===== src/rtl/freq_gate_ctrl.sv =====
// freq_gate_ctrl: equal-precision frequency-measurement sequencer; opens the
//   counter gate on a SIG rising edge, holds it GATE_CYCLES, closes it on the
//   next SIG rising edge, then latches Nx/Nb so that f = f_base * Nx / Nb.
// Latency: SIG edge seen 2-3 CLK late (sync + edge detect); DONE rises
//   SETTLE_CYCLES+2 CLK after the closing edge is detected.
// Backpressure: none; START is ignored unless idle, DONE holds until next START.
// Ports:
//   CLK, CLR        base clock, asynchronous active-low reset
//   START           single-cycle measurement request (accepted only when idle)
//   SIG             measured signal, asynchronous to CLK
//   Q, QBASE        signal / base counts read back from the counter block
//   CNT_CLR, CNT_EN active-low counter clear, gate for both counter enables
//   BUSY, DONE      measurement in progress / result valid (level)
//   TIMEOUT         last measurement aborted waiting for a SIG edge
//   NX, NB          latched signal and base counts
module freq_gate_ctrl #(
  parameter int unsigned GATE_CYCLES    = 50000000,
  parameter int unsigned TIMEOUT_CYCLES = 100000000,
  parameter int unsigned SETTLE_CYCLES  = 4
) (
  input  logic        CLK,
  input  logic        CLR,
  input  logic        START,
  input  logic        SIG,
  input  logic [31:0] Q,
  input  logic [31:0] QBASE,
  output logic        CNT_CLR,
  output logic        CNT_EN,
  output logic        BUSY,
  output logic        DONE,
  output logic        TIMEOUT,
  output logic [31:0] NX,
  output logic [31:0] NB
);

  localparam logic [31:0] CLEAR_LAST   = 32'd1;
  localparam logic [31:0] GATE_LAST    = 32'(GATE_CYCLES - 1);
  localparam logic [31:0] TIMEOUT_LAST = 32'(TIMEOUT_CYCLES - 1);
  localparam logic [31:0] SETTLE_LAST  = 32'(SETTLE_CYCLES - 1);

  typedef enum logic [3:0] {
    ST_IDLE, ST_CLEAR, ST_ARM, ST_OPEN, ST_CLOSE,
    ST_SETTLE, ST_LATCH, ST_ABORT, ST_FINISH
  } state_t;

  state_t      state, state_nxt;
  logic [31:0] cnt, cnt_nxt;
  logic        sig_s1, sig_s2, sig_s3;
  logic        sig_rise;
  logic        cnt_clr_nxt, cnt_en_nxt, busy_nxt, done_nxt, timeout_nxt;
  logic [31:0] nx_nxt, nb_nxt;

  // Two flops resolve metastability, the third delays for edge detect.
  assign sig_rise = sig_s2 & ~sig_s3;

  always_ff @(posedge CLK or negedge CLR) begin
    if (!CLR) begin
      sig_s1 <= 1'b0;
      sig_s2 <= 1'b0;
      sig_s3 <= 1'b0;
    end else begin
      sig_s1 <= SIG;
      sig_s2 <= sig_s1;
      sig_s3 <= sig_s2;
    end
  end

  always_ff @(posedge CLK or negedge CLR) begin
    if (!CLR) begin
      state   <= ST_IDLE;
      cnt     <= '0;
      CNT_CLR <= 1'b1;
      CNT_EN  <= 1'b0;
      BUSY    <= 1'b0;
      DONE    <= 1'b0;
      TIMEOUT <= 1'b0;
      NX      <= '0;
      NB      <= '0;
    end else begin
      state   <= state_nxt;
      cnt     <= cnt_nxt;
      CNT_CLR <= cnt_clr_nxt;
      CNT_EN  <= cnt_en_nxt;
      BUSY    <= busy_nxt;
      DONE    <= done_nxt;
      TIMEOUT <= timeout_nxt;
      NX      <= nx_nxt;
      NB      <= nb_nxt;
    end
  end

  // One counter serves the clear, timeout, gate and settle phases since they
  // never overlap; every state change restarts it at 0 so it cannot wrap.
  always_comb begin
    state_nxt   = state;
    cnt_nxt     = cnt + 32'd1;
    cnt_clr_nxt = CNT_CLR;
    cnt_en_nxt  = CNT_EN;
    busy_nxt    = BUSY;
    done_nxt    = DONE;
    timeout_nxt = TIMEOUT;
    nx_nxt      = NX;
    nb_nxt      = NB;
    case (state)
      ST_IDLE: begin
        cnt_nxt = '0;
        if (START) begin
          state_nxt   = ST_CLEAR;
          cnt_clr_nxt = 1'b0;
          busy_nxt    = 1'b1;
          done_nxt    = 1'b0;
          timeout_nxt = 1'b0;
        end
      end
      ST_CLEAR: begin
        if (cnt == CLEAR_LAST) begin
          state_nxt   = ST_ARM;
          cnt_clr_nxt = 1'b1;
          cnt_nxt     = '0;
        end
      end
      ST_ARM: begin
        if (sig_rise) begin
          state_nxt  = ST_OPEN;
          cnt_en_nxt = 1'b1;
          cnt_nxt    = '0;
        end else if (cnt == TIMEOUT_LAST) begin
          state_nxt = ST_ABORT;
          cnt_nxt   = '0;
        end
      end
      ST_OPEN: begin
        // Edges are ignored here: the preset gate time must elapse first.
        if (cnt == GATE_LAST) begin
          state_nxt = ST_CLOSE;
          cnt_nxt   = '0;
        end
      end
      ST_CLOSE: begin
        if (sig_rise) begin
          state_nxt  = ST_SETTLE;
          cnt_en_nxt = 1'b0;
          cnt_nxt    = '0;
        end else if (cnt == TIMEOUT_LAST) begin
          state_nxt  = ST_ABORT;
          cnt_en_nxt = 1'b0;
          cnt_nxt    = '0;
        end
      end
      ST_SETTLE: begin
        // Counters are frozen here so Q/QBASE are stable when latched.
        if (cnt == SETTLE_LAST) begin
          state_nxt = ST_LATCH;
          cnt_nxt   = '0;
        end
      end
      ST_LATCH: begin
        nx_nxt    = Q;
        nb_nxt    = QBASE;
        state_nxt = ST_FINISH;
        cnt_nxt   = '0;
      end
      ST_ABORT: begin
        cnt_en_nxt  = 1'b0;
        nx_nxt      = '0;
        nb_nxt      = '0;
        timeout_nxt = 1'b1;
        state_nxt   = ST_FINISH;
        cnt_nxt     = '0;
      end
      ST_FINISH: begin
        done_nxt  = 1'b1;
        busy_nxt  = 1'b0;
        state_nxt = ST_IDLE;
        cnt_nxt   = '0;
      end
      default: begin
        state_nxt = ST_IDLE;
        cnt_nxt   = '0;
      end
    endcase
  end

endmodule


===== config.mk =====
export PLATFORM = sky130hd
export DESIGN_NAME = freq_gate_ctrl
export DESIGN_NICKNAME = d
export VERILOG_FILES = /design/src/rtl/freq_gate_ctrl.sv
export SDC_FILE = /design/constraint.sdc
export NUM_CORES = 1
export LEC_CHECK = 0
export CORE_ASPECT_RATIO = 1.25
export CORE_UTILIZATION = 44
export CTS_BUF_LIST = sky130_fd_sc_hd__clkbuf_8 sky130_fd_sc_hd__clkbuf_16
export DETAILED_ROUTE_END_ITERATION = 8
export PLACE_DENSITY_LB_ADDON = 0.05
export SYNTH_ARGS = -nofsm -noshare
export SYNTH_HDL_FRONTEND = slang
export SYNTH_SLANG_ARGS = --single-unit
export TNS_END_PERCENT = 30

===== constraint.sdc =====
create_clock -name CLK -period 2.1 [get_ports CLK]
set_input_delay 0.315 -clock CLK [delete_from_list [all_inputs] [get_ports CLK]]
set_output_delay 0.315 -clock CLK [all_outputs]
set_load 0.005 [all_outputs]

---- After elaboration in Yosys (flattened, before gate mapping) ----
Index checks and enable logic that the tools add are counted.
word-level totals
  output and inout port bits .............. 69
  logic and storage cells ................. 73
  input port bits ......................... 68
  register bits ........................... 108
operators by class
  reduce and logical (&&, ||, !) cells .... 13
  bitwise logic cells ..................... 2
  mux-type cells .......................... 27
  add/sub/neg operators ................... 1
  eq/ne operators ......................... 18
operators with widths
  cell                                                   count
  2-to-1 mux 32 bit                                      5
  one-hot mux 32 bit (2 select lines)                    2
  one-hot mux 32 bit (4 select lines)                    1
  adder 32 x 1 -> 32 bit, second input constant          1
  equality test 32 x 1 -> 1 bit, second input constant   1
  equality test 32 x 2 -> 1 bit, second input constant   1
  equality test 32 x 26 -> 1 bit, second input constant  1
  equality test 32 x 27 -> 1 bit, second input constant  1
  2-to-1 mux 4 bit                                       7
  one-hot mux 4 bit (7 select lines)                     1
  equality test 4 x 3 -> 1 bit, second input constant    4
  inequality test 2 bit, second input constant           5
  equality test 4 x 2 -> 1 bit, second input constant    2
  one-hot mux 1 bit (2 select lines)                     4
  nonzero test 2 bit                                     4
  2-to-1 mux 1 bit                                       6
  AND reduction 3 bit                                    2
  equality test 4 x 1 -> 1 bit, second input constant    1
  equality test 4 bit, second input constant             1
  zero test 4 bit                                        1
  AND reduction 2 bit                                    2
  AND reduction 4 bit                                    1
  OR reduction 2 bit                                     2
  inequality test 3 bit, second input constant           1
  4 further kinds                                        4

---- Logic depth before layout (Yosys ltp) ----
  word-level depth ........................ 4
  mapped depth ............................ 7
  gate-level depth less buffers ........... 7

---- Least setup slack after synthesis ----
Ideal clock, no wire load.
  kind .................................... flip-flop to flip-flop
  from .................................... register cnt[28]
  to ...................................... register cnt[6]
  stages on the path, launching flop included .. 7
  setup slack ............................. -202 ps
  arrival time ............................ 2169 ps
  buffers on the path ..................... 1
  data required time ...................... 1967 ps
  clock period less this slack ............ 2302 ps
  setup time .............................. 133 ps
  cell sequence ........................... dfrtp_1 -> or4_1 -> or4_4 -> o31ai_4 -> a2111o_2 -> buf_6 -> a21oi_2
between the ends
  word-level cells in the longest chain between the ends .. 4
  elaborated cells between the ends (all ways) .. 10
  those cells by class .................... 4 x eq/ne; 6 x mux
ends and longest elaborated chain
  item                                   line      source
  start, declared                        47        logic [31:0] cnt, cnt_nxt;
  start signal, assigned                 81        cnt <= cnt_nxt;
  equality test 32 x 27 -> 1 bit         127, 144
  2-to-1 mux 32 bit                      127, 144
  2-to-1 mux 32 bit                      140       if (sig_rise) begin
  one-hot mux 32 bit (4 select lines) *  104       case (state)
  net cnt_nxt[6]                         47
The timed path passes the listed nets; every way through them passes the cells marked *.
A chain may end at the register's enable or synchronous reset.

---- Final worst setup path ----
  from .................................... register cnt[31]
  to ...................................... register cnt[9]
Same word-level chain as after synthesis.

==> summary.md <==
| Metric | Value |
|---|---|
| Run status | `complete, but fails checks` |
| Failing checks | `negative setup slack` |
| Layout net count | `762` |
| Main combinational cell family by area after synthesis | `simple AND/OR/NAND/NOR gates` |
| Initial core utilization | `45.0%` |
| Relative slew margins | `43.4%` |
| Instance count of the mapped netlist | `528` |
| Synth Net Count | `598` |
| CP peak stage delay | `0.58 ns` |
| Total negative slack for setup checks | `-8.02 ns` |
| Most numerous cell in the Yosys netlist | `nand2_1` |
| Synth top cells by count | `nand2_1 (139), dfrtp_1 (107), o21ai_0 (69)` |
| Required time of the worst setup path | `2.33 ns` |
| Die Footprint | `11700 um2` |
| Layout cell share with drive strength beyond 1 | `14.8%` |
| Final HPWL DP | `9300 um` |
| Dominant cell type by area after synthesis | `dfrtp_1` |
| R2R setup slack | `-0.26 ns` |
| Arrival time reported for the critical path endpoint | `2.59 ns` |
| Largest voltage drop on the vdd net | `0.597 mV` |
| Setup slack at placement | `-0.263 ns` |
| Final Skew | `0.0125 ns` |
| Setup violations, final | `37` |
| Power density over cell area | `1170 nW/um2` |
| Drt first-iter violations | `289` |
| Total of fill cells in the finished design | `934` |
| Period Utilization, post-route | `112%` |
| Antenna fix cells | `0` |
| Fin crit period | `2.36 ns` |
| Die Y | `121 um` |
| Final-layout worst hold slack | `0.0143 ns` |
| Xor/xnor cell area share of the yosys netlist | `5.12%` |
| Largest net degree at the start of global routing | `109` |
| CTS tree | `done` |
| CP Cell Sequence | `or4_4 -> or4_4 -> o31ai_4 -> a2111o_2 -> buf_12 -> a21oi_1` |
| Slack of the critical path | `-0.261 ns` |
| GRT Resource Usage Total | `23.0%` |
| Slowest stage cell on the critical path | `or4_4` |
| Row count | `43` |
| Initial antenna violation count | `0` |
| Setup repair after global routing missed its margin | `yes` |
| First-pass GRT wire length | `21500 um` |
| Part of the Yosys area used for sequential elements | `54.5%` |
| Portion of synthesized cell area occupied by the leading cell type | `53.9%` |
| Area of the core region | `11000 um2` |
| Vias in the first global route | `4265` |
| Total wirelength of the detailed-routed design | `13100 um` |
| Transition time at the pin with the least slew margin | `0.843 ns` |
| Number of routed nets with antenna violations | `0` |
| Hold violation total from the final report | `0` |
| Max-slew violations | `0` |
| Leakage | `3.12 nW` |
| Number of vias after detailed routing | `4365` |
| Number of max-cap violations | `0` |
| Count of cell types in the netlist | `46` |
| Number of placed I/O pins | `137` |
| Adder-cell area share of the yosys netlist | `0.504%` |
| Synth Flop Type | `dfrtp_1` |
| DRC | `0` |
| Area added between synthesis and finish | `44.8%` |
| Post-route cell area | `7190 um2` |
| Number of buffer and inverter stages on the critical path | `1` |
| Post-synthesis mux area share | `0.428%` |
| Final weighted congestion in routability-driven placement | `0.894` |
| Average vias per placed instance | `5.25` |
| Flip-flop and latch count after synthesis | `108` |
| Count of yosys warnings during synthesis | `0` |
| Highest clock frequency the design can meet | `423 MHz` |
| Post-synthesis share of cell area spent on and, or, nand and nor gates | `20.9%` |
| Top fanout value on the critical path | `12` |
| Width of the die | `97.0 um` |
| Type of the worst setup path | `reg2reg` |
| Kind of path behind the tightest hold check | `in2async` |
| Top area cells in the synthesized netlist | `dfrtp_1 (54%), nand2_1 (11%), o21ai_0 (7.0%)` |
| Area after DPL | `6800 um2` |
| Cell class contributing the biggest share of worst-path delay | `simple AND/OR/NAND/NOR gates` |
| Maximum root-to-sink buffer count | `2` |
| Total standard cell area after synthesis | `4960 um2` |
| Post-synthesis async set-or-reset flop share | `100%` |
| Global route overflow | `0` |
| First drt pass iteration count | `5` |
| Root buffer cell | `clkbuf_16` |
| Worst-skew pair later-pin latency | `0.35 ns` |
| H-tree levels | `3` |
| Area fraction in compound gates after synthesis | `14.6%` |
| Routed WL per cell | `15.7 um` |
| CP endpoint kind | `flip-flop` |
| Average size of a mapped cell | `9.40 um2` |
| Total of hold buffers inserted after clock tree synthesis | `0` |
| Pwr Total | `8.39 mW` |
| Number of enable-type register cells in the synthesized netlist | `0` |
| Register clock-pin slew on the reported worst setup and hold paths | `0.07 ns` |
| CP startpoint kind | `flip-flop` |
| Inserted Clock Buffers | `9` |
| Number of sinks driven by the clock tree | `108` |
| Most frequent CP cell | `or4_4` |
| Number of buffer cells added on primary ports | `136` |
[state kept, by name (all words and copies together), names as in the netlist]
| register | cells |
|---|---|
| cnt | 32 |
| state | 4 |
| NB | 32 |
| DONE | 1 |
| sig_s2 | 1 |
| NX | 32 |
| CNT_CLR | 1 |
| BUSY | 1 |
| CNT_EN | 1 |
| sig_s1 | 1 |
| sig_s3 | 1 |
| TIMEOUT | 1 |
[layer usage]
metal | wire, um | track usage (%)
met5 | 0 | 0
met4 | 212 | 7.65
met3 | 619 | 3.93
met2 | 6860 | 40.7
met1 | 5360 | 28.4
[path summary, 6_finish.rpt]
path | endpoint | depth (start not counted) | start
worst max-delay path | cnt[9] | 6 | cnt[31]
worst max register to register | cnt[9] | 6 | cnt[31]
min in group CLK | sig_s2 | 0 | sig_s1
max in group asynchronous | state[1] | 2 | CLR
worst min register to register | sig_s2 | 0 | sig_s1
worst min-delay path | NB[9] | 2 | CLR
[logic make-up after synthesis]
group	after synthesis
buffers and inverters	43
flip-flops	108
XOR/XNOR	29
adder cells (fa/ha/maj)	2
AND/OR/NAND/NOR	227
AO/OA/AOI/OAI	117
multiplexers	2
[power by group]
group,leakage (nW),switching [mW],internal (mW)
sequential,1.41,0.372,2.74
clock,0.151,0.724,0.981
combinational,1.56,1.65,1.92
[timing repair]
action | 4_1_cts | 5_1_grt
gates resized for setup | 6 | 7
cloned | 0 | 1
buffers inserted | 0 | 2
pin swaps | 5 | 6
setup endpoints to repair | 35 | 37
[layout make-up]
type / instances / area, um2 / area share [%]
clock inverter: 4 / 48.8 / 0.679
sequential: 108 / 2700 / 37.6
tap: 135 / 169 / 2.35
timing repair buffer: 186 / 1850 / 25.8
multi-input combinational: 377 / 2120 / 29.5
inverter: 10 / 37.5 / 0.522
clock buffer: 11 / 253 / 3.52
[layout by cell type (no fill, tap or decap), types with 10 or more instances in the layout]
master | synthesis | layout
a21oi_1 | 15 | 14
a21oi_2 | 20 | 21
buf_4 | 2 | 40
clkbuf_16 | 0 | 10
clkdlybuf4s50_1 | 0 | 135
dfrtp_1 | 107 | 107
nand2_1 | 139 | 138
nand3_1 | 17 | 16
nand4_1 | 14 | 14
nor2_1 | 10 | 10
nor3_1 | 12 | 12
o21ai_0 | 69 | 69
xnor2_1 | 14 | 14
xor2_1 | 15 | 15
[stage by stage]
step | utilization [%] | instances
2_1_floorplan | - | 528
3_3_place_gp | 61.6 | 813
3_5_place_dp | 61.6 | 813
4_1_cts | 64.5 | 828
5_1_grt | 65.2 | 831
6_report | 65.2 | 831
[worst reg2reg max path: stages, from the launching register on]
cell,delay [ns]
dfrtp_1,0.38
or4_4,0.54
or4_4,0.58
o31ai_4,0.21
a2111o_2,0.27
buf_12,0.18
a21oi_1,0.08
No activity file was read; power rests on OpenSTA's default activity.
